<file path="config.mk">
export PLATFORM = sky130hd
export DESIGN_NAME = fifo_read_arbiter_flat
export DESIGN_NICKNAME = d
export VERILOG_FILES = /design/src/rtl/fifo_read_arbiter_pkg.sv /design/src/rtl/fifo_read_arbiter_if.sv /design/src/rtl/fifo_read_arbiter_rr_priority_pick.sv /design/src/rtl/fifo_read_arbiter.sv /design/src/flat_wrapper.sv
export SDC_FILE = /design/constraint.sdc
export NUM_CORES = 1
export LEC_CHECK = 0
export ABC_CLOCK_PERIOD_IN_PS = 2100
export BUFFER_PORTS_ARGS = -buffer_cell sky130_fd_sc_hd__buf_4
export CAP_MARGIN = 20
export CORE_UTILIZATION = 30
export DETAILED_ROUTE_END_ITERATION = 7
export GPL_TIMING_DRIVEN = 0
export PLACE_DENSITY = 0.8
export SETUP_SLACK_MARGIN = 0.2
export SYNTH_ARGS = -nofsm -noshare
export SYNTH_HDL_FRONTEND = slang
export SYNTH_HIERARCHICAL = 1
export SYNTH_SLANG_ARGS = --single-unit
</file>
<file path="constraint.sdc">
create_clock -name BUS_CLK -period 2.1 [get_ports BUS_CLK]
set_input_delay 0.63 -clock BUS_CLK [delete_from_list [all_inputs] [get_ports BUS_CLK]]
set_output_delay 0.63 -clock BUS_CLK [all_outputs]
set_load 0.01 [all_outputs]
</file>
<file path="src/rtl/fifo_read_arbiter_pkg.sv">
// Shared definitions for the FIFO readout arbiter: FSM encoding and the
// legal ranges for the source count and burst length.
package fifo_read_arbiter_pkg;

   typedef enum logic {
      ST_IDLE    = 1'b0,
      ST_GRANTED = 1'b1
   } arb_state_e;

   localparam int NUM_SRC_MIN   = 2;
   localparam int NUM_SRC_MAX   = 8;
   localparam int MAX_BURST_MIN = 1;
   localparam int MAX_BURST_MAX = 255;

   function automatic bit params_ok(input int num_src, input int max_burst);
      return (num_src >= NUM_SRC_MIN) && (num_src <= NUM_SRC_MAX) &&
             (max_burst >= MAX_BURST_MIN) && (max_burst <= MAX_BURST_MAX);
   endfunction

endpackage

</file>
<file path="src/rtl/fifo_read_arbiter_if.sv">
// Source-FIFO / sink bundle of the readout arbiter. The arbiter side is
// the slave modport; the FIFOs and the sink writer sit on the master side.
interface fifo_read_arbiter_if #(
   parameter int NUM_SRC    = 4,
   parameter int DATA_WIDTH = 32
);
   // Handshake: SINK_EMPTY low means SINK_DATA is valid this cycle; a word is
   // transferred on every cycle where SINK_READ is high and SINK_EMPTY is low,
   // and the same cycle SRC_READ pops exactly that word from the granted FIFO.
   logic [NUM_SRC-1:0]            SRC_ENABLE;
   logic [NUM_SRC-1:0]            SRC_EMPTY;
   logic [NUM_SRC*DATA_WIDTH-1:0] SRC_DATA;
   logic [NUM_SRC-1:0]            SRC_READ;
   logic                          SINK_READ;
   logic                          SINK_EMPTY;
   logic [DATA_WIDTH-1:0]         SINK_DATA;
   logic [NUM_SRC-1:0]            GRANT;
   logic                          READ_ERROR;

   modport master (
      output SRC_ENABLE, SRC_EMPTY, SRC_DATA, SINK_READ,
      input  SRC_READ, SINK_EMPTY, SINK_DATA, GRANT, READ_ERROR
   );

   modport slave (
      input  SRC_ENABLE, SRC_EMPTY, SRC_DATA, SINK_READ,
      output SRC_READ, SINK_EMPTY, SINK_DATA, GRANT, READ_ERROR
   );
endinterface

</file>
<file path="src/rtl/fifo_read_arbiter_rr_priority_pick.sv">
// Rotating-priority picker: first set bit of elig strictly after last,
// wrapping, with last itself considered only after every other index.
module rr_priority_pick #(
   parameter  int N  = 4,
   localparam int IW = (N > 1) ? $clog2(N) : 1
) (
   input  logic [N-1:0]  elig,
   input  logic [IW-1:0] last,
   output logic [IW-1:0] idx,
   output logic          found
);

   logic [IW-1:0] pos;

   // Walk from the farthest candidate to the nearest so the nearest wins.
   always_comb begin
      idx   = '0;
      found = 1'b0;
      pos   = '0;
      for (int k = N; k >= 1; k--) begin
         pos = IW'((int'(last) + k) % N);
         if (elig[pos]) begin
            idx   = pos;
            found = 1'b1;
         end
      end
   end

endmodule

</file>
<file path="src/rtl/fifo_read_arbiter.sv">
// Burst-limited round-robin arbiter that drains several source FIFOs into
// one sink, handing over between sources without idle cycles.
module fifo_read_arbiter
   import fifo_read_arbiter_pkg::*;
#(
   parameter int NUM_SRC    = 4,
   parameter int DATA_WIDTH = 32,
   parameter int MAX_BURST  = 16
) (
   input  logic                BUS_CLK,
   input  logic                BUS_RST_B,
   fifo_read_arbiter_if.slave  bus,
   output arb_state_e          dbg_state
);

   localparam int IW   = (NUM_SRC > 1) ? $clog2(NUM_SRC) : 1;
   localparam int BC_W = $clog2(MAX_BURST + 1);

   if (!params_ok(NUM_SRC, MAX_BURST)) begin : g_bad_params
      $error("fifo_read_arbiter: NUM_SRC or MAX_BURST out of range");
   end

   arb_state_e         state;
   logic [IW-1:0]      g;
   logic [IW-1:0]      last_q;
   logic [BC_W-1:0]    bc;
   logic [NUM_SRC-1:0] grant_q;
   logic               err_q;

   logic [NUM_SRC-1:0]    elig;
   logic                  granted;
   logic                  cur_empty;
   logic                  cur_en;
   logic                  fwd;
   logic                  burst_done;
   logic                  release_now;
   logic [IW-1:0]         pick_last;
   logic [IW-1:0]         pick_idx;
   logic                  pick_found;
   logic [DATA_WIDTH-1:0] data_mux;
   logic [NUM_SRC-1:0]    src_read;

   always_comb begin
      elig        = bus.SRC_ENABLE & ~bus.SRC_EMPTY;
      granted     = (state == ST_GRANTED);
      cur_empty   = bus.SRC_EMPTY[g];
      cur_en      = bus.SRC_ENABLE[g];
      fwd         = granted && bus.SINK_READ && !cur_empty;
      burst_done  = fwd && (bc == BC_W'(MAX_BURST - 1));
      release_now = granted && (burst_done || cur_empty || !cur_en);
      // On release the current grant becomes the new rotation origin.
      pick_last   = granted ? g : last_q;
   end

   rr_priority_pick #(.N(NUM_SRC)) u_pick (
      .elig  (elig),
      .last  (pick_last),
      .idx   (pick_idx),
      .found (pick_found)
   );

   always_comb begin
      data_mux = '0;
      src_read = '0;
      for (int i = 0; i < NUM_SRC; i++) begin
         if (granted && (IW'(i) == g)) begin
            data_mux    = bus.SRC_DATA[i*DATA_WIDTH +: DATA_WIDTH];
            src_read[i] = fwd;
         end
      end
   end

   assign bus.SINK_DATA  = data_mux;
   assign bus.SRC_READ   = src_read;
   assign bus.SINK_EMPTY = granted ? cur_empty : 1'b1;
   assign bus.GRANT      = grant_q;
   assign bus.READ_ERROR = err_q;
   assign dbg_state      = state;

   always_ff @(posedge BUS_CLK or negedge BUS_RST_B) begin
      if (!BUS_RST_B) begin
         state   <= ST_IDLE;
         g       <= '0;
         last_q  <= IW'(NUM_SRC - 1);
         bc      <= '0;
         grant_q <= '0;
         err_q   <= 1'b0;
      end else begin
         if (bus.SINK_READ && bus.SINK_EMPTY) begin
            err_q <= 1'b1;
         end
         case (state)
            ST_IDLE: begin
               if (pick_found) begin
                  state   <= ST_GRANTED;
                  g       <= pick_idx;
                  bc      <= '0;
                  grant_q <= NUM_SRC'(1) << pick_idx;
               end
            end
            ST_GRANTED: begin
               if (release_now) begin
                  last_q <= g;
                  bc     <= '0;
                  if (pick_found) begin
                     g       <= pick_idx;
                     grant_q <= NUM_SRC'(1) << pick_idx;
                  end else begin
                     state   <= ST_IDLE;
                     grant_q <= '0;
                  end
               end else begin
                  bc <= bc + BC_W'(fwd);
               end
            end
            default: begin
               state   <= ST_IDLE;
               grant_q <= '0;
            end
         endcase
      end
   end

endmodule

</file>
<file path="src/flat_wrapper.sv">
// flat-port wrapper written by rule: the top's interface ports become plain ports
module fifo_read_arbiter_flat import fifo_read_arbiter_pkg::*;
#(
   parameter int NUM_SRC    = 4,
   parameter int DATA_WIDTH = 32,
   parameter int MAX_BURST  = 16
)
  (BUS_CLK, BUS_RST_B, dbg_state, bus_SRC_ENABLE, bus_SRC_EMPTY, bus_SRC_DATA, bus_SINK_READ, bus_SRC_READ, bus_SINK_EMPTY, bus_SINK_DATA, bus_GRANT, bus_READ_ERROR);
  fifo_read_arbiter_if #(.NUM_SRC(NUM_SRC), .DATA_WIDTH(DATA_WIDTH)) bus_i ();
  input  logic BUS_CLK;
  input  logic BUS_RST_B;
  output arb_state_e dbg_state;
  input wire logic [$bits(bus_i.SRC_ENABLE)-1:0] bus_SRC_ENABLE;
  input wire logic [$bits(bus_i.SRC_EMPTY)-1:0] bus_SRC_EMPTY;
  input wire logic [$bits(bus_i.SRC_DATA)-1:0] bus_SRC_DATA;
  input wire logic [$bits(bus_i.SINK_READ)-1:0] bus_SINK_READ;
  output wire logic [$bits(bus_i.SRC_READ)-1:0] bus_SRC_READ;
  output wire logic [$bits(bus_i.SINK_EMPTY)-1:0] bus_SINK_EMPTY;
  output wire logic [$bits(bus_i.SINK_DATA)-1:0] bus_SINK_DATA;
  output wire logic [$bits(bus_i.GRANT)-1:0] bus_GRANT;
  output wire logic [$bits(bus_i.READ_ERROR)-1:0] bus_READ_ERROR;
  assign bus_i.SRC_ENABLE = bus_SRC_ENABLE;
  assign bus_i.SRC_EMPTY = bus_SRC_EMPTY;
  assign bus_i.SRC_DATA = bus_SRC_DATA;
  assign bus_i.SINK_READ = bus_SINK_READ;
  assign bus_SRC_READ = bus_i.SRC_READ;
  assign bus_SINK_EMPTY = bus_i.SINK_EMPTY;
  assign bus_SINK_DATA = bus_i.SINK_DATA;
  assign bus_GRANT = bus_i.GRANT;
  assign bus_READ_ERROR = bus_i.READ_ERROR;
  fifo_read_arbiter #(.NUM_SRC(NUM_SRC), .DATA_WIDTH(DATA_WIDTH), .MAX_BURST(MAX_BURST)) u_core (.BUS_CLK(BUS_CLK), .BUS_RST_B(BUS_RST_B), .bus(bus_i), .dbg_state(dbg_state));
endmodule
</file>
==> parameters.txt, run 1 <==
Parameter                              Value

Run status
  Result of the run ... complete, but fails checks
  Violated checks ... setup timing

Global route
  First-pass GRT wire length ... 12,400 µm
  Number of antenna violations at the first check in global routing ... 0
  Maximum number of pins on one net before global-route repair ... 16
  Vias in the first global route ... 2,472
  Global-route total usage across every layer ... 22.7%
  Total congestion overflow after global routing ... 0

Run
  Number of maximum-capacitance violations ... 0

Setup path
  Critical path cell sequence ... buf_6, buf_12, buf_12, mux4_2, and2_4, buf_6
  Classification of the worst setup path ... flip-flop to output port
  Start point of the critical path ... u_core/g[0]
  Worst reg2reg path depth ... 10
  Slowest stage cell on the critical path ... sky130_fd_sc_hd__mux4_2
  Delay contributed by the slowest stage of the critical path ... 0.51 ns
  Reg-to-reg critical path endpoint ... u_core/g[1]
  Max Fanout on Critical Path ... 6
  Data arrival time of the critical path ... 1.75 ns
  Crit path launch type ... flip-flop
  Type of destination of the critical path ... output port
  Critical R2R Launch ... u_core/g[0]
  Register-to-Register Setup Slack ... -0.21 ns
  WP data required ... 1.47 ns

Logic synthesis
  Share of the yosys chip area belonging to registers ... 19.2%
  Fraction of registers with async set/reset ... 100%
  Library cells used by synthesis ... 46
  Cell types occupying the most area after synthesis ... sky130_fd_sc_hd__mux4_2 37%, sky130_fd_sc_hd__dfrtp_1 17%, sky130_fd_sc_hd__and2_1 11%, sky130_fd_sc_hd__dfstp_2 2.7%, sky130_fd_sc_hd__mux2_2 2.3%
  Post-Synthesis Mean Instance Area ... 11.3 µm²
  Netlist area before placement ... 0.00196 mm²
  List of most frequent post-synthesis cells ... 33 x sky130_fd_sc_hd__and2_1, 32 x sky130_fd_sc_hd__mux4_2, 13 x sky130_fd_sc_hd__dfrtp_1
  Cell with the most instances after synthesis ... sky130_fd_sc_hd__and2_1
  Synth Net Count ... 314
  Count of flip-flops with a built-in enable after synthesis ... 0
  Number of flip-flops and latches in the synthesized netlist ... 15
  Total of warnings raised by yosys ... 6
  Library cell with the largest summed area after synthesis ... sky130_fd_sc_hd__mux4_2
  Main flop type after synthesis ... sky130_fd_sc_hd__dfrtp_1
  Area share of the leading cell type in the synthesized netlist ... 36.7%
  Gate count of the mapped netlist ... 174

Finish
  Area growth, synth to finish ... 103%
  Final Non-Filler Cells ... 454
  Inserted Diodes ... 0
  Number of inserted filler cells in the final layout ... 512
  Proportion of layout cells with a drive suffix above 1 ... 79.6%
  Final nets ... 518

Clock tree
  Latest clock arrival within the worst-skew pair ... 0.26 ns
  Root Buffer Master ... sky130_fd_sc_hd__clkbuf_8
  Clock net sink count ... 15
  CTS tree ... built
  CTS hold repair buffers ... 0
  H-tree level count ... 1
  Clock-pin slew of the registers on the worst-case setup and hold paths ... 0.06 ns
  Total CTS buffers ... 3
  Clk buf depth ... 2

Route
  Length of routed met3 wiring ... 408 µm
  DRC violation count after routing ... 0
  Final wirelength ... 8120 µm
  Post-route met1 wirelength ... 2930 µm
  Number of optimization iterations in the first detailed-route pass ... 4
  Met2 wire length ... 4480 µm
  Top routing layer used ... met4
  Number of nets with antenna violations after routing ... 0
  DR iter-0 viols ... 59
  WL/cell ... 17.9 µm
  Average vias per placed instance ... 5.00
  Via count of the routed design ... 2,270

Power and ir drop
  Worst vdd rail ir drop ... 0.680 mV
  Int Pwr ... 2.66 mW
  Switching share of power ... 35.6%
  Total power per unit cell area ... 1040 mW/mm²
  Switching power summed over all nets ... 1.47 mW
  Combinational fraction of design power ... 83.8%
  Clk network pwr share ... 5.8%
  P_leak ... 1.84 nW
  Sequential group share of total power ... 10.4%

STA
  RSZ-0062 raised after global routing ... true
  Setup violations, final ... 46
  Fin. max-slew vios ... 0
  Hold Slack ... 0.216 ns
  Least setup slack across all paths after layout ... -0.278 ns
  Share of the cycle needed by the critical path after routing ... 113%
  Transition time at the pin with the least slew margin ... 0.609 ns
  Worst Clk Skew ... 0.00234 ns
  Tightest slew margin relative to the limit ... 58.8%
  Final hold violation count ... 0
  Total Negative Setup Slacks ... -9.39 ns
  Time the worst path needs with I/O delays and setup ... 2.38 ns
  Max Fclk ... 421 MHz

Die
  Initial cell density of the core ... 30.9%
  Chip width ... 82.9 µm
  I/O pin total ... 182
  Number of placement rows ... 29
  Std-Cell Core Area ... 0.00635 mm²
  Die Area ... 0.00687 mm²
  Die Y-Extent ... 82.9 µm

Placed design
  Total placed cells including tap cells ... 432
  IO Port Bufs ... 181
  Final RePlAce weighted congestion ... 0.866
  HPWL after detailed placement ... 6270 µm

Hold path
  Hold/Removal Path Class ... input pin to asynchronous set/reset pin
kinds of logic (layout without fill, tap and decap cells):
family                   count (synthesis)  count (layout)  synth area share (%)
XOR/XNOR                                 3               3                  1.34
buffers and inverters                   17             220                  4.14
multiplexers                            39              39                  40.8
adder cells (fa/ha/maj)                  1               1                 0.637
AND/OR/NAND/NOR                         76              76                  23.8
AO/OA/AOI/OAI                           23              23                  10.0
flip-flops                              15              15                  19.2
timing repair:
action / 4_1_cts / 5_1_grt
pin swaps: 10 / 10
resized for setup: 53 / 24
gates cloned: 0 / 1
endpoints found under the setup margin: 45 / 49
buffers inserted: 10 / 7
power groups by stage:
stage | clock network, mW | logic [mW] | registers [mW]
2_1_floorplan | 0 | 1.81 | 0.428
3_3_place_gp | 0 | 2.72 | 0.423
3_5_place_dp | 0 | 2.77 | 0.424
4_1_cts | 0.247 | 3.23 | 0.427
5_1_grt | 0.263 | 3.66 | 0.435
6_report | 0.242 | 3.46 | 0.429
state kept, by name, summed over array words and instances, names as in the netlist:
signal / count
u_core/bc: 5
u_core/bus.GRANT: 4
u_core/g: 2
u_core/last_q: 2
u_core/bus.READ_ERROR: 1
u_core/dbg_state: 1
through the flow:
stage | worst slack, ns | instance area (µm²) | power, mW | utilization (%)
2_1_floorplan | 0.0781 | 2040 | 2.24 | -
3_3_place_gp | -0.102 | 3500 | 3.14 | 55.1
3_5_place_dp | -0.117 | 3500 | 3.20 | 55.1
4_1_cts | -0.307 | 3820 | 3.90 | 60.2
5_1_grt | -0.331 | 3990 | 4.36 | 62.8
6_report | -0.278 | 3990 | 4.13 | 62.8
worst max-delay path, delay by kind of cell, from the launching register on:
kind          cells  cell delay [ns]
mux               1             0.51
buf+inv           4             0.47
flops             1             0.34
simple gates      1             0.17
layout make-up:
class	instances	area, µm²	area share [%]
repair buffers	199	1630	40.8
plain buffers	13	145	3.64
multi-input cells	142	1680	42.2
flip-flops and latches	15	379	9.51
clock buffers	4	45.0	1.13
well taps	77	96.3	2.42
inverters	4	15.0	0.377
cell usage in the layout, fill, tap and decap left out, types with 5 or more instances in the layout:
cell                       count
sky130_fd_sc_hd__and2_1       13
sky130_fd_sc_hd__buf_4       173
sky130_fd_sc_hd__mux4_2       32
sky130_fd_sc_hd__and2_4       20
sky130_fd_sc_hd__clkbuf_8      6
sky130_fd_sc_hd__nand2b_1      5
sky130_fd_sc_hd__nor2_1        6
sky130_fd_sc_hd__nand2_1       8
sky130_fd_sc_hd__nor2b_1       5
sky130_fd_sc_hd__buf_6        28
sky130_fd_sc_hd__dfrtp_1      12
per-layer routing:
layer | vias to the layer above | global-route usage (%)
met1 | 1072 | 24.6
met4 | 0 | 11.6
met5 | - | 0
li1 | 1076 | -
met3 | 24 | 3.68
met2 | 98 | 42.1
how the worst max path moves through the flow:
stage	cells past startpoint	to	slack (ns)
finish	6	bus_SINK_DATA[5]	-0.28
detailed placement	6	bus_SINK_DATA[26]	-0.12
floorplan	5	bus_SINK_DATA[18]	0.08
CTS	5	bus_SINK_DATA[28]	-0.31
global route	6	bus_SINK_DATA[6]	-0.33
global placement	6	bus_SINK_DATA[24]	-0.10
(Power assumes the default switching activity.)
==> run 2, diff against run 1 <==
- ABC_AREA: default -> 1
- PLACE_DENSITY: 0.8 -> 0.76
==> parameters.txt, run 2 <==
Parameter                              Value

Run status
  Result of the run ... complete, but fails checks
  Violated checks ... setup timing

Logic synthesis
  Synth Net Count ... 522 (+66%)
  Gate count of the mapped netlist ... 382 (+120%)
  Number of flip-flops and latches in the synthesized netlist ... 15 (unchanged)
  Total of warnings raised by yosys ... 6 (unchanged)
  Share of the yosys chip area belonging to registers ... 16.5% (-2.8 points)
  Fraction of registers with async set/reset ... 100% (unchanged)
  Library cells used by synthesis ... 30 (-35%)
  Cell with the most instances after synthesis ... sky130_fd_sc_hd__nand2_1
  Cell types occupying the most area after synthesis ... sky130_fd_sc_hd__nand4_1 17%, sky130_fd_sc_hd__dfrtp_1 14%, sky130_fd_sc_hd__nand2_1 13%, sky130_fd_sc_hd__o2111ai_1 11%, sky130_fd_sc_hd__nand3_1 11%
  List of most frequent post-synthesis cells ... 78 x sky130_fd_sc_hd__nand2_1, 62 x sky130_fd_sc_hd__nand4_1, 56 x sky130_fd_sc_hd__inv_1
  Main flop type after synthesis ... sky130_fd_sc_hd__dfrtp_1
  Area share of the leading cell type in the synthesized netlist ... 16.9% (-20 points)
  Library cell with the largest summed area after synthesis ... sky130_fd_sc_hd__nand4_1
  Netlist area before placement ... 0.00229 mm² (+17%)
  Post-Synthesis Mean Instance Area ... 6.00 µm² (-47%)
  Count of flip-flops with a built-in enable after synthesis ... 0 (unchanged)

Finish
  Number of inserted filler cells in the final layout ... 669 (+31%)
  Proportion of layout cells with a drive suffix above 1 ... 55.4% (-24 points)
  Most common cell after layout, fill and taps aside ... sky130_fd_sc_hd__buf_4
  Flip-flop count of the largest register, all copies and words added ... 5 (unchanged)
  Inserted Diodes ... 0 (unchanged)
  Leading cell types in the layout, fill and taps excluded ... 194 x sky130_fd_sc_hd__buf_4, 62 x sky130_fd_sc_hd__nand4_1, 53 x sky130_fd_sc_hd__nand2_1, 51 x sky130_fd_sc_hd__inv_1, 47 x sky130_fd_sc_hd__nand3_1
  Final nets ... 731 (+41%)
  Final instance area ... 0.00458 mm² (+15%)
  Area growth, synth to finish ... 99.6%
  Register with the most flip-flops ... u_core/bc
  Multi-input gate area in the final layout ... 0.00184 mm² (+9.3%)
  Area taken by flip-flops and latches ... 379 µm² (unchanged)

Power and ir drop
  Combinational fraction of design power ... 88.7% (+4.9 points)
  Switching power summed over all nets ... 3.08 mW (+110%)
  Int Pwr ... 3.00 mW (+13%)
  Total power per unit cell area ... 1330 mW/mm² (+28%)
  Total power consumption of the routed design ... 6.08 mW (+47%)
  Worst vdd rail ir drop ... 0.889 mV (+31%)
  Sequential group share of total power ... 7.3% (-3.1 points)
  Switching share of power ... 50.7% (+15 points)
  Clk network pwr share ... 4.0% (-1.8 points)
  P_leak ... 2.38 nW (+29%)

Global route
  Global routing usage on met2 ... 45.6% (+3.5 points)
  Number of antenna violations at the first check in global routing ... 0 (unchanged)
  Maximum number of pins on one net before global-route repair ... 16 (unchanged)
  Peak-usage layer in the global routing report ... met2
  Grt met1 use ... 33.0% (+8.4 points)
  Global-route total usage across every layer ... 25.7% (+3.0 points)
  GR Layer Usage met3 ... 3.42% (-0.26 points)
  First-pass GRT wire length ... 15,900 µm (+29%)
  Vias in the first global route ... 3,200 (+29%)
  Total congestion overflow after global routing ... 0 (unchanged)

Setup path
  Max Fanout on Critical Path ... 10 (+4)
  Critical path cell sequence ... buf_8, clkbuf_2, nand4_1, o2111ai_2, buf_4
  Delay contributed by the slowest stage of the critical path ... 0.45 ns (-0.06 ns)
  Slowest stage cell on the critical path ... sky130_fd_sc_hd__dfrtp_2
  Number of buffers and inverters on the critical path ... 3 (-1)
  Data arrival time of the critical path ... 1.58 ns (-0.17 ns)
  CP top delay family ... buffers and inverters
  Type of destination of the critical path ... output port
  Classification of the worst setup path ... flip-flop to output port
  Crit path launch type ... flip-flop
  WP data required ... 1.47 ns (about the same)

Clock tree
  Clock-pin slew of the registers on the worst-case setup and hold paths ... 0.06 ns (about the same)
  Latest clock arrival within the worst-skew pair ... 0.25 ns (about the same)
  Clk buf depth ... 2 (unchanged)
  CTS hold repair buffers ... 0 (unchanged)
  H-tree level count ... 1 (unchanged)
  Clock net sink count ... 15 (unchanged)
  Total CTS buffers ... 3 (unchanged)
  Root Buffer Master ... sky130_fd_sc_hd__clkbuf_8
  CTS tree ... built

Route
  WL/cell ... 16.6 µm (-7.2%)
  Number of nets with antenna violations after routing ... 0 (unchanged)
  Final wirelength ... 11,400 µm (+41%)
  DR iter-0 viols ... 159 (+170%)
  Number of optimization iterations in the first detailed-route pass ... 4 (unchanged)
  Via count of the routed design ... 3,654 (+61%)
  Average vias per placed instance ... 5.30 (+6.1%)
  DRC violation count after routing ... 0 (unchanged)

Hold path
  Hold/Removal Path Class ... input pin to asynchronous set/reset pin

STA
  Final hold violation count ... 0 (unchanged)
  Least setup slack across all paths after layout ... -0.105 ns (+0.173 ns)
  RSZ-0062 raised after global routing ... true
  Fin. max-slew vios ... 0 (unchanged)
  Setup violations, final ... 36 (-22%)
  Max Fclk ... 454 MHz (+7.8%)
  Tightest slew margin relative to the limit ... 82.0% (+23 points)
  Time the worst path needs with I/O delays and setup ... 2.21 ns (-0.173 ns)
  Transition time at the pin with the least slew margin ... 0.270 ns (-0.340 ns)
  Share of the cycle needed by the critical path after routing ... 105% (-8.2 points)
  Worst Clk Skew ... 0.00275 ns (+0.000409 ns)

Run
  Number of maximum-capacitance violations ... 0 (unchanged)

Die
  Initial cell density of the core ... 31.3% (+0.37 points)
  Number of placement rows ... 31 (+6.9%)
  Std-Cell Core Area ... 0.00733 mm² (+15%)
  I/O pin total ... 182 (unchanged)
  Chip width ... 89.4 µm (+7.9%)
  Die Area ... 0.00800 mm² (+16%)
  Die Y-Extent ... 89.4 µm (+7.9%)

Placed design
  HPWL after detailed placement ... 8310 µm (+33%)
  Instance area at placement ... 0.00383 mm² (+9.5%)
  IO Port Bufs ... 181 (unchanged)
  Final RePlAce weighted congestion ... 0.824 (-4.9%)
## run 2: power groups by stage
| stage | sequential, mW | clock (mW) | combinational (mW) |
|---|---|---|---|
| after global routing | 0.456 | 0.254 | 5.78 |
| final | 0.444 | 0.241 | 5.39 |
| after CTS | 0.442 | 0.243 | 5.10 |
| after floorplan | 0.445 | 0 | 2.50 |
| after detailed placement | 0.439 | 0 | 4.07 |
| after global placement | 0.438 | 0 | 4.03 |
## run 2: metrics by stage
stage | hold slack, ns | TNS (ns) | instances | utilization (%) | setup WS, ns
after global placement | 0.441 | -3.14 | 662 | 52.2 | -0.190
after CTS | 0.228 | -2.04 | 683 | 60.7 | -0.0920
after floorplan | 0.334 | 0 | 382 | - | 0.189
after global routing | 0.235 | -5.27 | 689 | 62.5 | -0.168
after detailed placement | 0.455 | -4.19 | 662 | 52.2 | -0.211
final | 0.221 | -2.46 | 689 | 62.5 | -0.105
## run 2: cell families (layout without fill, tap and decap cells)
| group | after synthesis | after routing | share of synthesized area, % |
|---|---|---|---|
| simple gates | 220 | 220 | 47.5 |
| buf+inv | 94 | 302 | 17.5 |
| compound gates | 49 | 49 | 16.9 |
| flops | 15 | 15 | 16.5 |
| xor+xnor | 3 | 3 | 1.15 |
| fa+ha+maj | 1 | 1 | 0.545 |
## run 2: metal layers
| layer | vias to the layer above | wire, µm |
|---|---|---|
| met5 | - | 0 |
| met4 | 0 | 163 |
| met3 | 16 | 798 |
| met2 | 163 | 5990 |
| met1 | 1702 | 4480 |
| li1 | 1773 | - |
## run 2: repair_timing
item                                    in CTS  in global routing
gates cloned                                 3                  0
endpoints found under the setup margin      49                 49
buffers inserted                            14                  6
hold endpoints to repair                     0                  0
resized for setup                          128                 26
pin swaps                                   16                 12
## run 2: path summary, 6_finish.rpt
path / startpoint / endpoint / slack, ns / depth (start not counted)
setup / recovery: u_core/dbg_state / bus_SINK_DATA[21] / -0.11 / 5
hold reg to reg: u_core/bus.READ_ERROR / u_core/bus.READ_ERROR / 0.47 / 1
max in group asynchronous: BUS_RST_B / u_core/last_q[1] / 1.63 / 1
hold / removal: BUS_RST_B / u_core/bc[2] / 0.22 / 1
min in group BUS_CLK: u_core/bus.READ_ERROR / u_core/bus.READ_ERROR / 0.47 / 1
setup reg to reg: u_core/dbg_state / u_core/bus.GRANT[1] / 0.01 / 16
## run 2: area by class of cell
class                      instances  area share (%)
timing repair buffer             204            35.1
tap                               99            2.71
sequential                        15            8.28
inverter                          59            5.27
buffer                            35            7.52
clock buffer                       4           0.984
multi-input combinational        273            40.1
==> run 3, diff against run 2 <==
- ABC_CLOCK_PERIOD_IN_PS: 2100 -> 2800
- PLACE_DENSITY: 0.76 -> 0.74
- clock period: 2.1 -> 2.8 ns (I/O delays scaled with it)
==> parameters.txt, run 3 (same netlist as run 2, synthesis figures left out) <==
Parameter                              Value

Clock tree
  Root Buffer Master ... sky130_fd_sc_hd__clkbuf_8
  Clock net sink count ... 15 (unchanged)
  Clk buf depth ... 2 (unchanged)
  Total CTS buffers ... 3 (unchanged)
  Latest clock arrival within the worst-skew pair ... 0.24 ns (about the same)
  CTS tree ... built
  Clock-pin slew of the registers on the worst-case setup and hold paths ... 0.06 ns (about the same)
  H-tree level count ... 1 (unchanged)

Global route
  Grt met1 use ... 30.0% (-3.1 points)
  GR Layer Usage met3 ... 2.95% (-0.46 points)
  Number of antenna violations at the first check in global routing ... 0 (unchanged)
  Vias in the first global route ... 3,244 (+1.4%)
  Maximum number of pins on one net before global-route repair ... 16 (unchanged)
  First-pass GRT wire length ... 14,900 µm (-6.4%)
  Total congestion overflow after global routing ... 0 (unchanged)
  Global-route total usage across every layer ... 23.7% (-2.0 points)
  Global routing usage on met2 ... 43.6% (-2.0 points)
  Peak-usage layer in the global routing report ... met2

Setup path
  Data arrival time of the critical path ... 1.72 ns (+0.14 ns)
  Max Fanout on Critical Path ... 10 (unchanged)
  Crit path launch type ... flip-flop
  WP data required ... 1.96 ns (+0.49 ns)
  Type of destination of the critical path ... output port
  Classification of the worst setup path ... flip-flop to output port

STA
  Worst Clk Skew ... 0.00262 ns (-0.000136 ns)
  Tightest slew margin relative to the limit ... 79.4% (-2.6 points)
  Share of the cycle needed by the critical path after routing ... 91.4%
  Time the worst path needs with I/O delays and setup ... 2.56 ns
  Fin. max-slew vios ... 0 (unchanged)
  RSZ-0062 raised after global routing ... true
  Max Fclk ... 391 MHz
  Final hold violation count ... 0 (unchanged)
  Transition time at the pin with the least slew margin ... 0.306 ns (+0.0369 ns)
  Setup violations, final ... 0 (-100%)
  Least setup slack across all paths after layout ... 0.242 ns (+0.347 ns)

Run status
  Result of the run ... complete, no violations

Die
  I/O pin total ... 182 (unchanged)
  Die Y-Extent ... 89.4 µm (unchanged)
  Number of placement rows ... 31 (unchanged)
  Chip width ... 89.4 µm (unchanged)
  Die Area ... 0.00800 mm² (unchanged)
  Std-Cell Core Area ... 0.00733 mm² (unchanged)
  Initial cell density of the core ... 31.3% (unchanged)

Route
  Average vias per placed instance ... 5.33 (+0.46%)
  Via count of the routed design ... 3,559 (-2.6%)
  DRC violation count after routing ... 0 (unchanged)
  DR iter-0 viols ... 203 (+28%)
  Number of nets with antenna violations after routing ... 0 (unchanged)
  Number of optimization iterations in the first detailed-route pass ... 5 (+1)
  Final wirelength ... 9960 µm (-13%)
  WL/cell ... 14.9 µm (-10%)

Power and ir drop
  Clk network pwr share ... 4.7% (+0.7 points)
  Switching power summed over all nets ... 1.92 mW (-38%)
  Int Pwr ... 1.69 mW (-44%)
  Total power per unit cell area ... 920 mW/mm² (-31%)
  Switching share of power ... 53.3% (+2.6 points)
  Worst vdd rail ir drop ... 0.379 mV (-57%)
  Combinational fraction of design power ... 86.2% (-2.5 points)
  P_leak ... 2.11 nW (-11%)
  Sequential group share of total power ... 9.1% (+1.8 points)

Finish
  Number of inserted filler cells in the final layout ... 720 (+7.6%)
  Layout Utilization ... 53.5% (-8.9 points)
  Most common cell after layout, fill and taps aside ... sky130_fd_sc_hd__buf_4
  Leading cell types in the layout, fill and taps excluded ... 187 x sky130_fd_sc_hd__buf_4, 77 x sky130_fd_sc_hd__nand2_1, 62 x sky130_fd_sc_hd__nand4_1, 56 x sky130_fd_sc_hd__inv_1, 50 x sky130_fd_sc_hd__nand3_1
  Register with the most flip-flops ... u_core/bc
  Area growth, synth to finish ... 71.1%
  Final nets ... 710 (-2.9%)
  Flip-flop count of the largest register, all copies and words added ... 5 (unchanged)
  Proportion of layout cells with a drive suffix above 1 ... 43.6% (-12 points)
  Inserted Diodes ... 0 (unchanged)

Placed design
  Final RePlAce weighted congestion ... 0.933 (+13%)
  HPWL after detailed placement ... 7930 µm (-4.6%)
  Worst slack, placed ... -0.0466 ns (+0.165 ns)
  IO Port Bufs ... 181 (unchanged)

Hold path
  Hold/Removal Path Class ... input pin to asynchronous set/reset pin

Run
  Number of maximum-capacitance violations ... 0 (unchanged)
==> run 3: cell count changes in the layout (fill, tap and decap cells not counted), moves of 11 or more <==
cell                       previous run  this run
sky130_fd_sc_hd__nand2_2             20         5
sky130_fd_sc_hd__nand2_1             53        77
sky130_fd_sc_hd__buf_6               15         4
sky130_fd_sc_hd__clkbuf_2             5        17
==> run 3: layout make-up <==
| class | count | area (µm²) | area share [%] |
|---|---|---|---|
| timing repair buffer | 183 | 1370 | 35.0 |
| multi-input combinational | 273 | 1550 | 39.5 |
| buffer | 35 | 223 | 5.68 |
| clock buffer | 4 | 45.0 | 1.15 |
| sequential | 15 | 379 | 9.66 |
| inverter | 59 | 229 | 5.84 |
| tap | 99 | 124 | 3.16 |
==> run 3: per-layer routing <==
layer	part of all wire (%)	up-vias
met1	41	1657
met3	6.9	8
met2	51	164
li1	-	1730
met4	0.78	0
met5	0	-
==> run 3: path summary, 6_finish.rpt <==
check | to | depth (start not counted) | slack [ns] | start
worst max-delay path | bus_SINK_DATA[12] | 6 | 0.24 | u_core/g[1]
worst min-delay path | u_core/bc[4] | 1 | 0.44 | BUS_RST_B
worst max register to register | u_core/bus.GRANT[1] | 15 | 0.38 | u_core/dbg_state
worst min register to register | u_core/bus.READ_ERROR | 1 | 0.47 | u_core/bus.READ_ERROR
max in group asynchronous | u_core/last_q[1] | 1 | 2.12 | BUS_RST_B
min in group BUS_CLK | u_core/bus.READ_ERROR | 1 | 0.47 | u_core/bus.READ_ERROR
==> run 3: critical path, cell delays in order, from the launching register on <==
cell	delay [ns]
sky130_fd_sc_hd__dfrtp_1	0.37
sky130_fd_sc_hd__buf_6	0.13
sky130_fd_sc_hd__nor2_2	0.26
sky130_fd_sc_hd__clkbuf_2	0.31
sky130_fd_sc_hd__nand3_1	0.11
sky130_fd_sc_hd__o2111ai_1	0.12
sky130_fd_sc_hd__buf_4	0.17
==> run 3: power groups by stage <==
stage	clock network [mW]	logic [mW]	registers (mW)
after floorplan	0	1.80	0.331
after global placement	0	2.93	0.326
after detailed placement	0	2.97	0.327
after CTS	0.176	3.03	0.325
after global routing	0.184	3.41	0.334
final	0.171	3.11	0.327
==> run 3: through the flow <==
stage	cell area, µm²	total power [mW]	setup TNS [ns]	hold WS [ns]	instances
2_1_floorplan	2290	2.13	0	0.453	382
3_3_place_gp	3780	3.25	0	0.443	662
3_5_place_dp	3780	3.29	-0.128	0.458	662
4_1_cts	3860	3.53	0	0.441	666
5_1_grt	3920	3.92	0	0.450	668
6_report	3920	3.61	0	0.439	668
==> run 3: what timing repair did <==
action | in CTS | in global routing
hold buffers | 0 | 0
endpoints found under the setup margin | 39 | 36
endpoints found under the hold margin | 0 | 0
pin swaps | 0 | 2
setup buffers | 0 | 2
gates resized for setup | 24 | 28
